**src/rtl/pipe_hazard_ctrl.sv**
```systemverilog
// pipe_hazard_ctrl: central hazard controller for a 5-stage RISC-V pipeline.
// Produces same-cycle (Mealy) stall/flush controls for the PC and the
// IF/ID, ID/EX, EX/MEM and MEM/WB pipeline registers. It handles load-use
// data hazards, taken branches resolved in EX and multi-cycle data-memory
// waits. It also keeps saturating stall/flush counters and a sticky memory
// timeout flag.
//
// Ports
//   clk, rst                   clock (rising edge), async active-high reset
//   id_rs1/2, id_rs1/2_used    source registers of the ID instruction
//   ex_rd, ex_read_en, ex_wb_en  destination / load / writeback of the EX instruction
//   ex_branch_taken            taken branch/jump resolved in EX
//   mem_req, mem_ready         data-memory access and completion in MEM
//   pc_stall .. memwb_flush    pipeline hold/bubble controls
//   mem_timeout                sticky: a memory wait reached MEM_TIMEOUT cycles
//   stall_cnt, flush_cnt       saturating performance counters
module pipe_hazard_ctrl #(
  parameter int unsigned LU_CYCLES   = 1,
  parameter int unsigned MEM_TIMEOUT = 255,
  parameter int unsigned CNT_W       = 32
) (
  input  logic             clk,
  input  logic             rst,
  input  logic [4:0]       id_rs1,
  input  logic [4:0]       id_rs2,
  input  logic             id_rs1_used,
  input  logic             id_rs2_used,
  input  logic [4:0]       ex_rd,
  input  logic             ex_read_en,
  input  logic             ex_wb_en,
  input  logic             ex_branch_taken,
  input  logic             mem_req,
  input  logic             mem_ready,
  output logic             pc_stall,
  output logic             ifid_stall,
  output logic             ifid_flush,
  output logic             idex_stall,
  output logic             idex_flush,
  output logic             exmem_stall,
  output logic             memwb_flush,
  output logic             mem_timeout,
  output logic [CNT_W-1:0] stall_cnt,
  output logic [CNT_W-1:0] flush_cnt
);

  typedef enum logic [1:0] {
    S_RUN      = 2'd0,
    S_LU_STALL = 2'd1,
    S_MEM_WAIT = 2'd2
  } state_e;

  localparam logic [3:0]  LU_INIT = 4'(LU_CYCLES - 1);
  localparam logic [15:0] WAIT_MAX = 16'(MEM_TIMEOUT);

  state_e           state_q, state_d;
  state_e           ret_q, ret_d;
  state_e           eff_state;
  logic [3:0]       lu_left_q, lu_left_d;
  logic [15:0]      wait_cnt_q, wait_cnt_d;
  logic             mem_timeout_q, mem_timeout_d;
  logic [CNT_W-1:0] stall_cnt_q, stall_cnt_d;
  logic [CNT_W-1:0] flush_cnt_q, flush_cnt_d;

  logic lu_hit, mem_wait;
  logic pc_stall_c, ifid_stall_c, ifid_flush_c, idex_stall_c;
  logic idex_flush_c, exmem_stall_c, memwb_flush_c;

  assign lu_hit = ex_read_en & ex_wb_en & (ex_rd != 5'd0) &
                  ((id_rs1_used & (id_rs1 == ex_rd)) |
                   (id_rs2_used & (id_rs2 == ex_rd)));
  assign mem_wait = mem_req & ~mem_ready;

  // Once a memory wait ends, the cycle is handled as if the state were
  // ret_state, so a pending load-use stall resumes without a dead cycle.
  assign eff_state = (state_q == S_MEM_WAIT) ? ret_q : state_q;

  always_comb begin
    state_d       = state_q;
    ret_d         = ret_q;
    lu_left_d     = lu_left_q;
    pc_stall_c    = 1'b0;
    ifid_stall_c  = 1'b0;
    ifid_flush_c  = 1'b0;
    idex_stall_c  = 1'b0;
    idex_flush_c  = 1'b0;
    exmem_stall_c = 1'b0;
    memwb_flush_c = 1'b0;

    if (mem_wait) begin
      pc_stall_c    = 1'b1;
      ifid_stall_c  = 1'b1;
      idex_stall_c  = 1'b1;
      exmem_stall_c = 1'b1;
      memwb_flush_c = 1'b1;
      if (state_q != S_MEM_WAIT) begin
        ret_d   = state_q;
        state_d = S_MEM_WAIT;
      end
    end else if (ex_branch_taken) begin
      ifid_flush_c = 1'b1;
      idex_flush_c = 1'b1;
      state_d      = S_RUN;
      lu_left_d    = '0;
    end else if (eff_state == S_LU_STALL) begin
      pc_stall_c   = 1'b1;
      ifid_stall_c = 1'b1;
      idex_flush_c = 1'b1;
      if (lu_left_q <= 4'd1) begin
        state_d   = S_RUN;
        lu_left_d = '0;
      end else begin
        state_d   = S_LU_STALL;
        lu_left_d = lu_left_q - 4'd1;
      end
    end else if (lu_hit) begin
      pc_stall_c   = 1'b1;
      ifid_stall_c = 1'b1;
      idex_flush_c = 1'b1;
      if (LU_CYCLES > 1) begin
        state_d   = S_LU_STALL;
        lu_left_d = LU_INIT;
      end else begin
        state_d = S_RUN;
      end
    end else begin
      state_d = S_RUN;
    end
  end

  // Counts consecutive wait cycles, saturating; the flag is set on the edge
  // where the count reaches the limit.
  always_comb begin
    wait_cnt_d    = '0;
    mem_timeout_d = mem_timeout_q;
    if (mem_wait) begin
      wait_cnt_d = (wait_cnt_q >= WAIT_MAX) ? WAIT_MAX : wait_cnt_q + 16'd1;
      if (wait_cnt_d == WAIT_MAX) begin
        mem_timeout_d = 1'b1;
      end
    end
  end

  always_comb begin
    stall_cnt_d = stall_cnt_q;
    flush_cnt_d = flush_cnt_q;
    if (pc_stall_c && (stall_cnt_q != '1)) begin
      stall_cnt_d = stall_cnt_q + CNT_W'(1);
    end
    if (ex_branch_taken && !mem_wait && (flush_cnt_q != '1)) begin
      flush_cnt_d = flush_cnt_q + CNT_W'(1);
    end
  end

  always_ff @(posedge clk or posedge rst) begin
    if (rst) begin
      state_q       <= S_RUN;
      ret_q         <= S_RUN;
      lu_left_q     <= '0;
      wait_cnt_q    <= '0;
      mem_timeout_q <= 1'b0;
      stall_cnt_q   <= '0;
      flush_cnt_q   <= '0;
    end else begin
      state_q       <= state_d;
      ret_q         <= ret_d;
      lu_left_q     <= lu_left_d;
      wait_cnt_q    <= wait_cnt_d;
      mem_timeout_q <= mem_timeout_d;
      stall_cnt_q   <= stall_cnt_d;
      flush_cnt_q   <= flush_cnt_d;
    end
  end

  // Controls are forced low while reset is held, whatever the inputs.
  assign pc_stall    = pc_stall_c    & ~rst;
  assign ifid_stall  = ifid_stall_c  & ~rst;
  assign ifid_flush  = ifid_flush_c  & ~rst;
  assign idex_stall  = idex_stall_c  & ~rst;
  assign idex_flush  = idex_flush_c  & ~rst;
  assign exmem_stall = exmem_stall_c & ~rst;
  assign memwb_flush = memwb_flush_c & ~rst;
  assign mem_timeout = mem_timeout_q;
  assign stall_cnt   = stall_cnt_q;
  assign flush_cnt   = flush_cnt_q;

endmodule

```
**config.mk**
```make
export PLATFORM = sky130hd
export DESIGN_NAME = pipe_hazard_ctrl
export DESIGN_NICKNAME = d
export VERILOG_FILES = /design/src/rtl/pipe_hazard_ctrl.sv
export SDC_FILE = /design/constraint.sdc
export NUM_CORES = 1
export LEC_CHECK = 0
export CORE_UTILIZATION = 40
export DETAILED_ROUTE_END_ITERATION = 8
export GPL_ROUTABILITY_DRIVEN = 0
export PLACE_DENSITY_LB_ADDON = 0.08
export SETUP_SLACK_MARGIN = 0.1
export SLEW_MARGIN = 20
export SYNTH_ARGS = -nofsm -noshare
export SYNTH_HDL_FRONTEND = slang
export SYNTH_SLANG_ARGS = --single-unit
```
**constraint.sdc**
```tcl
create_clock -name clk -period 2.9 [get_ports clk]
set_input_delay 0.725 -clock clk [delete_from_list [all_inputs] [get_ports clk]]
set_output_delay 0.725 -clock clk [all_outputs]
set_load 0.005 [all_outputs]
```
== Word level (Yosys, flattened, before mapping) ==
Index checks and enable logic that the tools add are counted.
W data, S select, Z words.
Storage, ports and cells
  output and inout bits: 72
  logic and storage cells: 65
  flip-flop bits (word level): 89
Cells by class
  mux-type cells: 20
  reductions and logical operators: 9
  bitwise operators: 14
  order comparisons: 2
  equality and inequality tests: 9
  $add $sub $neg: 4
Operators with widths (count)
  $add A32 B1 Y32 const B: 2
  $ne A32 B32 Y1 const B: 2
  $mux W16: 2
  $add A16 B1 Y16 const B: 1
  $eq A16 B8 Y1 const B: 1
  $ge A16 B8 Y1 const B: 1
  $mux W4: 3
  $and A1 B1 Y1: 10
  $eq A5 B5 Y1: 2
  $mux W1: 10
  $mux W2: 5
  $reduce_and A2 Y1: 3
  $reduce_bool A5 Y1: 1
  $le A4 B1 Y1 const B: 1
  $sub A4 B1 Y4 const B: 1
  $logic_and A1 B1 Y1: 3
  $not A1 Y1: 3
  $eq A2 B1 Y1 const B: 1
  $eq A2 B2 Y1 const B: 1
  $ne A2 B1 Y1 const B: 1
  $ne A2 B2 Y1 const B: 1
  $reduce_bool A2 Y1: 1
  $logic_not A1 Y1: 1
  $or A1 B1 Y1: 1

== Logic depth before layout (Yosys ltp) ==
Gate-level depths: netlist (run 1).
  word-level depth: 9
  gate-level depth with buffers: 8

== Worst setup path after synthesis (run 1) ==
Ideal clock, no wire load.
  kind: input to output
  from: input ex_rd[0]
  to: output pc_stall
  cell stages on the path: 5
  arrival: 1913 ps
  data required time: 2175 ps
  slack: 262 ps
  path through: or3_1 o311a_1 a31oi_4 nor2_1 buf_4
On the way
  longest elaborated chain between the ends: 9
  elaborated cells between the ends (all ways): 13
Ends and longest elaborated chain
  start: declaration: line 28  | input logic [4:0] ex_rd,
  $eq A5 B5 Y1 (on tied branches): line 69, 70
  $and A1 B1 Y1 (on tied branches): line 69, 70
  $or A1 B1 Y1: line 69  | ((id_rs1_used & (id_rs1 == ex_rd)) |
  $and A1 B1 Y1 (*): line 68  | assign lu_hit = ex_read_en & ex_wb_en & (ex_rd != 5'd0) &
  $mux W1 (*) (4 in series)
  $and A1 B1 Y1 (*)
  end: declaration: line 34  | output logic pc_stall,
Mark *: on every way between the ends. The rest lies on a longest branch, timed or not.

== Worst setup path after layout (run 1) ==
  from: input ex_rd[0]
  to: output idex_flush
On the way
  longest elaborated chain between the ends: 9
  elaborated cells between the ends (all ways): 13
Ends and longest elaborated chain
  $eq A5 B5 Y1 (on tied branches): line 69, 70
  $and A1 B1 Y1 (on tied branches): line 69, 70
  $or A1 B1 Y1: line 69
  $and A1 B1 Y1 (*): line 68
  $mux W1 (*): line 115  | end else if (lu_hit) begin
  $mux W1 (*): line 104  | end else if (eff_state == S_LU_STALL) begin
  $mux W1 (*): line 99  | end else if (ex_branch_taken) begin
  $mux W1 (*): line 89  | if (mem_wait) begin
  $and A1 B1 Y1 (*): line 179  | assign idex_flush = idex_flush_c & ~rst;
  end: declaration: line 38  | output logic idex_flush,
Marked as above.

==> flow_summary.html, run 1 <==
<table>
<tr><th>Metric</th><th>Value</th></tr>
<tr><th colspan="2">CTS</th></tr>
<tr><td>Clk slew on worst S/H paths</td><td>80 ps</td></tr>
<tr><td>TritonCTS clock tree</td><td>built</td></tr>
<tr><td>Maximum buffer depth of the clock tree</td><td>2</td></tr>
<tr><td>Number of buffers added by the clock tree synthesis step</td><td>9</td></tr>
<tr><td>Hold_buf cts</td><td>0</td></tr>
<tr><td>Clock network latency to the later pin of the worst-skew pair</td><td>about 360 ps</td></tr>
<tr><td>Clock tree root driver cell</td><td>clkbuf_8</td></tr>
<tr><td>Clock Sink Count</td><td>slightly below 90</td></tr>
<tr><td>Count of H-tree levels built during CTS</td><td>3</td></tr>
<tr><th colspan="2">Timing</th></tr>
<tr><td>Total setup violations reported at the end of the flow</td><td>0</td></tr>
<tr><td>Hold violation total from the final report</td><td>0</td></tr>
<tr><td>Fmax</td><td>~360 MHz</td></tr>
<tr><td>Unrepaired setup endpoints after global routing</td><td>false</td></tr>
<tr><td>Smallest setup slack after layout</td><td>approximately 150 ps</td></tr>
<tr><td>Worst-margin pin slew</td><td>532.4 ps</td></tr>
<tr><td>Max-slew headroom</td><td>0.6413</td></tr>
<tr><td>Final-report max-slew violation count</td><td>0</td></tr>
<tr><td>Final min period</td><td>2746 ps</td></tr>
<tr><td>Part of the cycle the worst path needs</td><td>0.9468</td></tr>
<tr><td>Post-Route Skew</td><td>about 12 ps</td></tr>
<tr><th colspan="2">Final layout</th></tr>
<tr><td>Fin util</td><td>0.5644</td></tr>
<tr><td>Post-layout net count</td><td>562</td></tr>
<tr><td>Area overhead of the layout relative to synthesis</td><td>36.15%</td></tr>
<tr><td>Number of antenna cells inserted</td><td>0</td></tr>
<tr><td>Share of layout cells above drive strength 1</td><td>0.1245</td></tr>
<tr><td>Non-filler cells in the finished layout</td><td>around 670</td></tr>
<tr><th colspan="2">Job</th></tr>
<tr><td>MaxCap Viol Count</td><td>0</td></tr>
<tr><th colspan="2">Floorplan</th></tr>
<tr><td>Die Area</td><td>approximately 11000 um^2</td></tr>
<tr><td>Effective utilization at floorplan</td><td>0.4146</td></tr>
<tr><td>Row count</td><td>37</td></tr>
<tr><td>Die boundary height</td><td>between 100 and 150 um</td></tr>
<tr><td>Core footprint</td><td>10370 um^2</td></tr>
<tr><td>I/O pin total</td><td>between 90 and 100</td></tr>
<tr><td>Horizontal die dimension</td><td>105.7 um</td></tr>
<tr><th colspan="2">Synthesis</th></tr>
<tr><td>Mean Syn Cell Area</td><td>between 10 and 15 um^2</td></tr>
<tr><td>Post-synthesis cell type count</td><td>46</td></tr>
<tr><td>Fraction of the yosys area taken by sequential cells</td><td>0.5180</td></tr>
<tr><td>Gate count of the mapped netlist</td><td>407</td></tr>
<tr><td>Async set-or-reset flop fraction in the synthesized netlist</td><td>1.000</td></tr>
<tr><td>Summed instance area of the synthesized netlist</td><td>4299 um^2</td></tr>
<tr><td>Most used flip-flop cell after synthesis</td><td>dfrtp_1</td></tr>
<tr><td>Yosys warning count</td><td>0</td></tr>
<tr><td>Flop and latch count out of synthesis</td><td>around 90</td></tr>
<tr><td>Number of synthesized flops with an enable pin</td><td>0</td></tr>
<tr><th colspan="2">Routing</th></tr>
<tr><td>Violation count after the first detailed-route iteration</td><td>190</td></tr>
<tr><td>Wire length per cell</td><td>~14 um</td></tr>
<tr><td>Antenna violation net count after detailed routing</td><td>0</td></tr>
<tr><td>Vias per inst</td><td>5.148</td></tr>
<tr><td>Total vias in the final route</td><td>approximately 3500</td></tr>
<tr><td>Detailed-route wire length</td><td>roughly 9600 um</td></tr>
<tr><td>DRC violations left</td><td>0</td></tr>
<tr><td>Number of iterations in the first detailed-routing pass</td><td>4</td></tr>
<tr><th colspan="2">GRT</th></tr>
<tr><td>Overall Global Routing Usage</td><td>0.1855</td></tr>
<tr><td>Wire length of the first global-routing pass</td><td>approximately 17000 um</td></tr>
<tr><td>Largest net degree at the start of global routing</td><td>47</td></tr>
<tr><td>Number of antenna violations at the first check in global routing</td><td>0</td></tr>
<tr><td>Total congestion overflow</td><td>0</td></tr>
<tr><td>Vias in the first global route</td><td>about 3400</td></tr>
<tr><th colspan="2">Worst setup path</th></tr>
<tr><td>Cells along the critical path</td><td>buf_2, or3_4, o311a_4, a211oi_2, nor3_1, buf_2</td></tr>
<tr><td>Maximum cell stage delay along the critical path</td><td>approximately 380 ps</td></tr>
<tr><td>Worst Setup Start Kind</td><td>primary input</td></tr>
<tr><td>Start-to-end type of the worst setup path</td><td>primary input to primary output</td></tr>
<tr><td>Critical path capture point type</td><td>primary output</td></tr>
<tr><td>Critical Path RT</td><td>around 2200 ps</td></tr>
<tr><td>Top fanout value on the critical path</td><td>3</td></tr>
<tr><td>Worst path arrival time</td><td>2020 ps</td></tr>
<tr><td>Critical-path cell with the highest stage delay</td><td>or3_4</td></tr>
<tr><td>Most repeated library cell on the critical path</td><td>buf_2</td></tr>
<tr><td>Total buffers and inverters traversed by the critical path</td><td>2</td></tr>
<tr><td>Crit-path leading delay family</td><td>compound AO/OA/AOI/OAI gates</td></tr>
<tr><th colspan="2">Place</th></tr>
<tr><td>HPWL reported at the end of detailed placement</td><td>a little under 7000 um</td></tr>
<tr><td>Inst Count DP</td><td>around 660</td></tr>
<tr><td>Number of buffer cells added on primary ports</td><td>95</td></tr>
<tr><td>Worst-case setup slack after placement</td><td>-564.3 ps</td></tr>
<tr><th colspan="2">Outcome</th></tr>
<tr><td>Run status</td><td>finished, final reports clean</td></tr>
<tr><th colspan="2">Power</th></tr>
<tr><td>Total design power</td><td>0.002919 W</td></tr>
<tr><td>Power Dens Cells</td><td>between 400 and 500 nW/um^2</td></tr>
<tr><td>Peak supply drop</td><td>~380 uV</td></tr>
<tr><td>Leak</td><td>between 2 and 3 nW</td></tr>
<tr><th colspan="2">Hold path</th></tr>
<tr><td>Worst hold path type</td><td>flop to flop</td></tr>
</table>
## worst reg2reg max path, delay by kind of cell, from the launching register on
kind / cells / cell delay, ps
and+or+nand+nor: 4 / 950
buffers and inverters: 1 / 170
adders and majority gates: 1 / 240
DFF: 1 / 440
xor gates and xnor gates: 1 / 150
AOI/OAI and AO/OA: 1 / 210
## cells by family (layout without fill, tap and decap cells)
group                    Yosys count  in the layout  synth area share
AND/OR/NAND/NOR                  170            170            0.2157
flip-flops                        89             89            0.5180
XOR/XNOR                          77             77            0.1569
AO/OA/AOI/OAI                     37             37           0.05850
buffers and inverters             25            149           0.02765
adder cells (fa/ha/maj)            5              5           0.01455
multiplexers                       3              3          0.007857
other                              1              8         0.0008723
## where the power goes
part / switching (W) / total [W] / internal, W
sequential: 0.000106 / 0.00143 / 0.00132
clock: 0.000433 / 0.00105 / 0.000622
combinational: 0.000176 / 0.000435 / 0.000259
## what timing repair did
action | CTS | global route
gates resized for setup | 47 | 5
pin swaps | 18 | 11
setup buffers | 2 | 1
setup endpoints to repair | 7 | 3
## placed cells by master, fill, tap and decap left out, types with 2 or more instances in the layout
cell type | netlist | final
or3_1 | 3 | 2
or2_2 | 2 | 2
and4_1 | 4 | 4
xnor2_1 | 50 | 50
clkbuf_2 | 0 | 2
a21oi_1 | 13 | 13
nor4_2 | 2 | 2
o31ai_1 | 2 | 2
nand4_1 | 40 | 40
mux2_2 | 2 | 2
clkdlybuf4s50_1 | 0 | 73
and3_1 | 15 | 15
nor3_1 | 12 | 12
buf_2 | 2 | 6
buf_12 | 0 | 4
a31oi_1 | 2 | 2
nor4_1 | 4 | 4
inv_1 | 12 | 11
nor2_1 | 28 | 26
and2_1 | 2 | 2
o211ai_2 | 2 | 2
conb_1 | 1 | 8
buf_4 | 4 | 22
bufinv_16 | 0 | 3
dlygate4sd2_1 | 0 | 13
nand2_1 | 31 | 31
ha_1 | 5 | 5
o21ai_0 | 9 | 9
xor2_1 | 27 | 27
dfrtp_1 | 89 | 89
clkbuf_8 | 0 | 11
nand3_1 | 18 | 18
a21o_1 | 2 | 2
## metrics by stage
| step | TNS (ps) | hold WS (ps) | cell area, um^2 |
|---|---|---|---|
| 6_report | 0 | 487.3 | 5853 |
| 5_1_grt | 0 | 507.2 | 5853 |
| 4_1_cts | 0 | 491.6 | 5852 |
| 3_5_place_dp | -2151 | 468.5 | 5587 |
| 3_3_place_gp | -2071 | 467.2 | 5587 |
| 2_1_floorplan | 0 | 451.0 | 4329 |
## cells in the mapped netlist, types with 3 or more instances
| cell type | instances | area share |
|---|---|---|
| o21ai_0 | 9 | 0.010 |
| clkbuf_1 | 6 | 0.0052 |
| inv_1 | 12 | 0.010 |
| a21oi_1 | 13 | 0.015 |
| xor2_1 | 27 | 0.055 |
| ha_1 | 5 | 0.015 |
| buf_4 | 4 | 0.0070 |
| and4_1 | 4 | 0.0081 |
| nand3_1 | 18 | 0.021 |
| or3_1 | 3 | 0.0044 |
| dfrtp_1 | 89 | 0.52 |
| nor4_1 | 4 | 0.0058 |
| nand2_1 | 31 | 0.027 |
| xnor2_1 | 50 | 0.10 |
| nor3_1 | 12 | 0.014 |
| and3_1 | 15 | 0.022 |
| nor2_1 | 28 | 0.024 |
| nand4_1 | 40 | 0.058 |
## registers in the layout, summed over array words and instances, names as in the netlist
name,count
state_q,2
lu_left_q,4
ret_q,2
wait_cnt_q,16
stall_cnt,32
flush_cnt,32
mem_timeout,1
## final timing paths
kind / to / slack [ps] / cells past startpoint / from
worst max register to register: stall_cnt[14] / 610 / 8 / stall_cnt[0]
min in group asynchronous: ret_q[1] / 1060 / 3 / rst
max in group asynchronous: lu_left_q[3] / 1620 / 3 / rst
worst min-delay path: mem_timeout / 490 / 1 / mem_timeout
worst min register to register: mem_timeout / 490 / 1 / mem_timeout
worst max-delay path: idex_flush / 150 / 6 / ex_rd[0]
## routing by layer
layer | GRT usage | vias to the layer above | part of all wire
met2 | 0.2722 | 65 | 0.45
li1 | - | 1681 | -
met3 | 0.04453 | 8 | 0.035
met5 | 0 | - | 0
met4 | 0.05952 | 0 | 0.011
met1 | 0.2691 | 1716 | 0.50
## cell type report
| cell class | instances | area (um^2) |
|---|---|---|
| clock buffer | 12 | 155.1 |
| multi-input combinational | 300 | 2013 |
| tap | 136 | 170.2 |
| inverter | 12 | 48.80 |
| clock inverter | 4 | 98.84 |
| sequential | 89 | 2227 |
| timing repair buffer | 121 | 1140 |
| fill | 960 | 4517 |
Power figures use the tool's default switching activity.
==> run 2: changes to the inputs <==
CORE_MARGIN = 5   (was not set)
==> run 2 against run 1 <==
Sequential power about the same. Worst setup slack better by 25 ps. Maximum frequency up 0.91%. First-iteration DRC count down 3.7%. Die area up 16%. Routed wire length up 2.8%. Register-to-register slack about the same. Final cell count unchanged. Utilization down 1.2 points. Clock skew up 3.0 ps. Largest cell class unchanged. Largest power group unchanged.
==> flow_summary.html, run 2 (synthesis results as in run 1) <==
<table>
<tr><th>Metric</th><th>Value</th></tr>
<tr><th colspan="2">Floorplan</th></tr>
<tr><td>Effective utilization at floorplan</td><td>0.4127</td></tr>
<tr><td>Core footprint</td><td>10420 um^2</td></tr>
<tr><td>Die boundary height</td><td>113.7 um</td></tr>
<tr><td>Die Area</td><td>12920 um^2</td></tr>
<tr><td>I/O pin total</td><td>96</td></tr>
<tr><td>Horizontal die dimension</td><td>113.7 um</td></tr>
<tr><td>Row count</td><td>37</td></tr>
<tr><th colspan="2">Worst setup path</th></tr>
<tr><td>Start-to-end type of the worst setup path</td><td>primary input to primary output</td></tr>
<tr><td>Critical Path RT</td><td>~2200 ps</td></tr>
<tr><td>R2r setup slk</td><td>~600 ps</td></tr>
<tr><td>Top fanout value on the critical path</td><td>3</td></tr>
<tr><td>Cells along the critical path</td><td>buf_2, or3_4, o311a_4, a211oi_2, nor3_1, buf_2</td></tr>
<tr><td>Critical-path cell with the highest stage delay</td><td>or3_4</td></tr>
<tr><td>Total buffers and inverters traversed by the critical path</td><td>2</td></tr>
<tr><td>Number of cells on the worst reg-to-reg path</td><td>8</td></tr>
<tr><td>Worst path arrival time</td><td>roughly 2000 ps</td></tr>
<tr><td>Worst Setup Start Kind</td><td>primary input</td></tr>
<tr><td>RR Startpoint</td><td>stall_cnt[0]</td></tr>
<tr><td>Critical path capture point type</td><td>primary output</td></tr>
<tr><td>Maximum cell stage delay along the critical path</td><td>about 380 ps</td></tr>
<tr><td>Capturing point of the worst reg2reg path</td><td>stall_cnt[19]</td></tr>
<tr><td>Most repeated library cell on the critical path</td><td>buf_2</td></tr>
<tr><td>Crit-path leading delay family</td><td>compound AO/OA/AOI/OAI gates</td></tr>
<tr><th colspan="2">CTS</th></tr>
<tr><td>Clk slew on worst S/H paths</td><td>about 90 ps</td></tr>
<tr><td>Hold_buf cts</td><td>0</td></tr>
<tr><td>TritonCTS clock tree</td><td>built</td></tr>
<tr><td>Clock tree root driver cell</td><td>clkbuf_8</td></tr>
<tr><td>Clock network latency to the later pin of the worst-skew pair</td><td>around 350 ps</td></tr>
<tr><td>Number of buffers added by the clock tree synthesis step</td><td>9</td></tr>
<tr><td>Count of H-tree levels built during CTS</td><td>3</td></tr>
<tr><td>Clock Sink Count</td><td>about 90</td></tr>
<tr><td>Maximum buffer depth of the clock tree</td><td>2</td></tr>
<tr><th colspan="2">Place</th></tr>
<tr><td>HPWL reported at the end of detailed placement</td><td>around 7300 um</td></tr>
<tr><td>Inst Count DP</td><td>658</td></tr>
<tr><td>Number of buffer cells added on primary ports</td><td>between 90 and 100</td></tr>
<tr><th colspan="2">Final layout</th></tr>
<tr><td>Leading cell type in the layout, fill and taps excluded</td><td>dfrtp_1</td></tr>
<tr><td>Non-filler cells in the finished layout</td><td>~670</td></tr>
<tr><td>Area overhead of the layout relative to synthesis</td><td>33.73%</td></tr>
<tr><td>Top library cells by usage in the layout, fill and taps aside</td><td>dfrtp_1 (89), clkdlybuf4s50_1 (73), xnor2_1 (49)</td></tr>
<tr><td>Number of antenna cells inserted</td><td>0</td></tr>
<tr><td>Share of layout cells above drive strength 1</td><td>0.1283</td></tr>
<tr><td>Post-layout net count</td><td>about 560</td></tr>
<tr><th colspan="2">Power</th></tr>
<tr><td>Power Dens Cells</td><td>between 400 and 500 nW/um^2</td></tr>
<tr><td>Leak</td><td>between 2 and 3 nW</td></tr>
<tr><td>Peak supply drop</td><td>313.7 uV</td></tr>
<tr><th colspan="2">Routing</th></tr>
<tr><td>Number of iterations in the first detailed-routing pass</td><td>4</td></tr>
<tr><td>Met3 wirelength from detailed routing</td><td>358 um</td></tr>
<tr><td>Routed length on met1</td><td>around 4400 um</td></tr>
<tr><td>Antenna violation net count after detailed routing</td><td>0</td></tr>
<tr><td>Detailed-route wire length</td><td>~9800 um</td></tr>
<tr><td>Violation count after the first detailed-route iteration</td><td>183</td></tr>
<tr><td>DRC violations left</td><td>0</td></tr>
<tr><td>Top layer used by detailed routing</td><td>met4</td></tr>
<tr><td>Wire length per cell</td><td>between 10 and 15 um</td></tr>
<tr><td>Total vias in the final route</td><td>3385</td></tr>
<tr><td>Vias per inst</td><td>about 5.0</td></tr>
<tr><td>Wire length on met2</td><td>4940 um</td></tr>
<tr><th colspan="2">Hold path</th></tr>
<tr><td>Hold-critical path endpoint</td><td>mem_timeout</td></tr>
<tr><td>Min-Delay Path Depth</td><td>1</td></tr>
<tr><td>Worst hold path type</td><td>flop to flop</td></tr>
<tr><td>Source of the worst hold timing path</td><td>mem_timeout</td></tr>
<tr><th colspan="2">Timing</th></tr>
<tr><td>Final-report max-slew violation count</td><td>0</td></tr>
<tr><td>Worst-margin pin slew</td><td>586.5 ps</td></tr>
<tr><td>Final min period</td><td>2721 ps</td></tr>
<tr><td>Fmax</td><td>about 370 MHz</td></tr>
<tr><td>Post-Route Skew</td><td>~15 ps</td></tr>
<tr><td>Post-Route Setup TNS</td><td>0 ps</td></tr>
<tr><td>Total setup violations reported at the end of the flow</td><td>0</td></tr>
<tr><td>Part of the cycle the worst path needs</td><td>0.9382</td></tr>
<tr><td>Unrepaired setup endpoints after global routing</td><td>false</td></tr>
<tr><td>Hold violation total from the final report</td><td>0</td></tr>
<tr><td>Max-slew headroom</td><td>0.6090</td></tr>
<tr><th colspan="2">Job</th></tr>
<tr><td>MaxCap Viol Count</td><td>0</td></tr>
<tr><th colspan="2">Outcome</th></tr>
<tr><td>Run status</td><td>finished, final reports clean</td></tr>
<tr><th colspan="2">GRT</th></tr>
<tr><td>Wire length of the first global-routing pass</td><td>17210 um</td></tr>
<tr><td>Overall Global Routing Usage</td><td>0.1620</td></tr>
<tr><td>Vias in the first global route</td><td>3568</td></tr>
<tr><td>Number of antenna violations at the first check in global routing</td><td>0</td></tr>
<tr><td>Total congestion overflow</td><td>0</td></tr>
<tr><td>Largest net degree at the start of global routing</td><td>between 40 and 50</td></tr>
</table>
[run 2: cell types whose count changed in the layout (fill, tap and decap cells not counted), moves of 3 or more]
cell,delta
bufinv_16,-3
buf_12,-4
buf_4,+3
clkinvlp_4,+4
[run 2: metal layers]
metal / global-route usage / up-vias
met1: 0.2072 / 1639
li1: - / 1671
met4: 0.05128 / 0
met5: 0 / -
met2: 0.2768 / 64
met3: 0.03130 / 11
[run 2: worst max path at each step]
| stage | startpoint | end | slack, ps | depth (start not counted) |
|---|---|---|---|---|
| 5_1_grt | ex_rd[2] | idex_flush | 100 | 9 |
| 3_5_place_dp | ex_rd[0] | idex_flush | -590 | 6 |
| 2_1_floorplan | ex_rd[0] | pc_stall | 260 | 5 |
| 6_report | ex_rd[1] | idex_flush | 180 | 6 |
| 3_3_place_gp | ex_rd[0] | idex_flush | -580 | 6 |
| 4_1_cts | ex_rd[1] | idex_flush | 110 | 6 |
[run 2: timing repair]
item                       in CTS  in global routing
cloned                          0                  0
hold endpoints to repair        0                  0
setup buffers                   0                  0
gates resized for setup        48                  6
setup endpoints to repair       7                  3
pin swaps                      17                 10
[run 2: report_power, final]
part,switching (W),internal [W]
clock,0.000443,0.000338
sequential,0.000110,0.00132
combinational,0.000178,0.000255
total,0.000731,0.00192
[run 2: stage by stage]
step	util	worst slack [ps]	total power, W	instance area [um^2]	hold WS, ps
3_5_place_dp	0.5349	-588.6	0.001901	5572	446.1
4_1_cts	0.5517	112.5	0.002691	5747	466.7
2_1_floorplan	-	261.5	0.001631	4329	451.0
3_3_place_gp	0.5349	-582.9	0.001897	5572	442.0
5_1_grt	0.5520	99.36	0.002801	5749	487.0
6_report	0.5520	179.1	0.002648	5749	460.2
[run 2: layout make-up]
cell class	instances	area, um^2
Clock buffer	11	141.4
Clock inverter	5	38.79
Fill cell	937	4667
Inverter	12	48.80
Multi-Input combinational cell	300	2027
Sequential cell	89	2227
Tap cell	136	170.2
Timing Repair Buffer	121	1096
[run 2: worst register-to-register path: cells and delay by family (launching register included)]
kind,cells,cell delay [ps]
and+or+nand+nor,4,960
DFF,1,440
adders and majority gates,1,260
AOI/OAI and AO/OA,1,210
buffers and inverters,1,190
xor gates and xnor gates,1,140
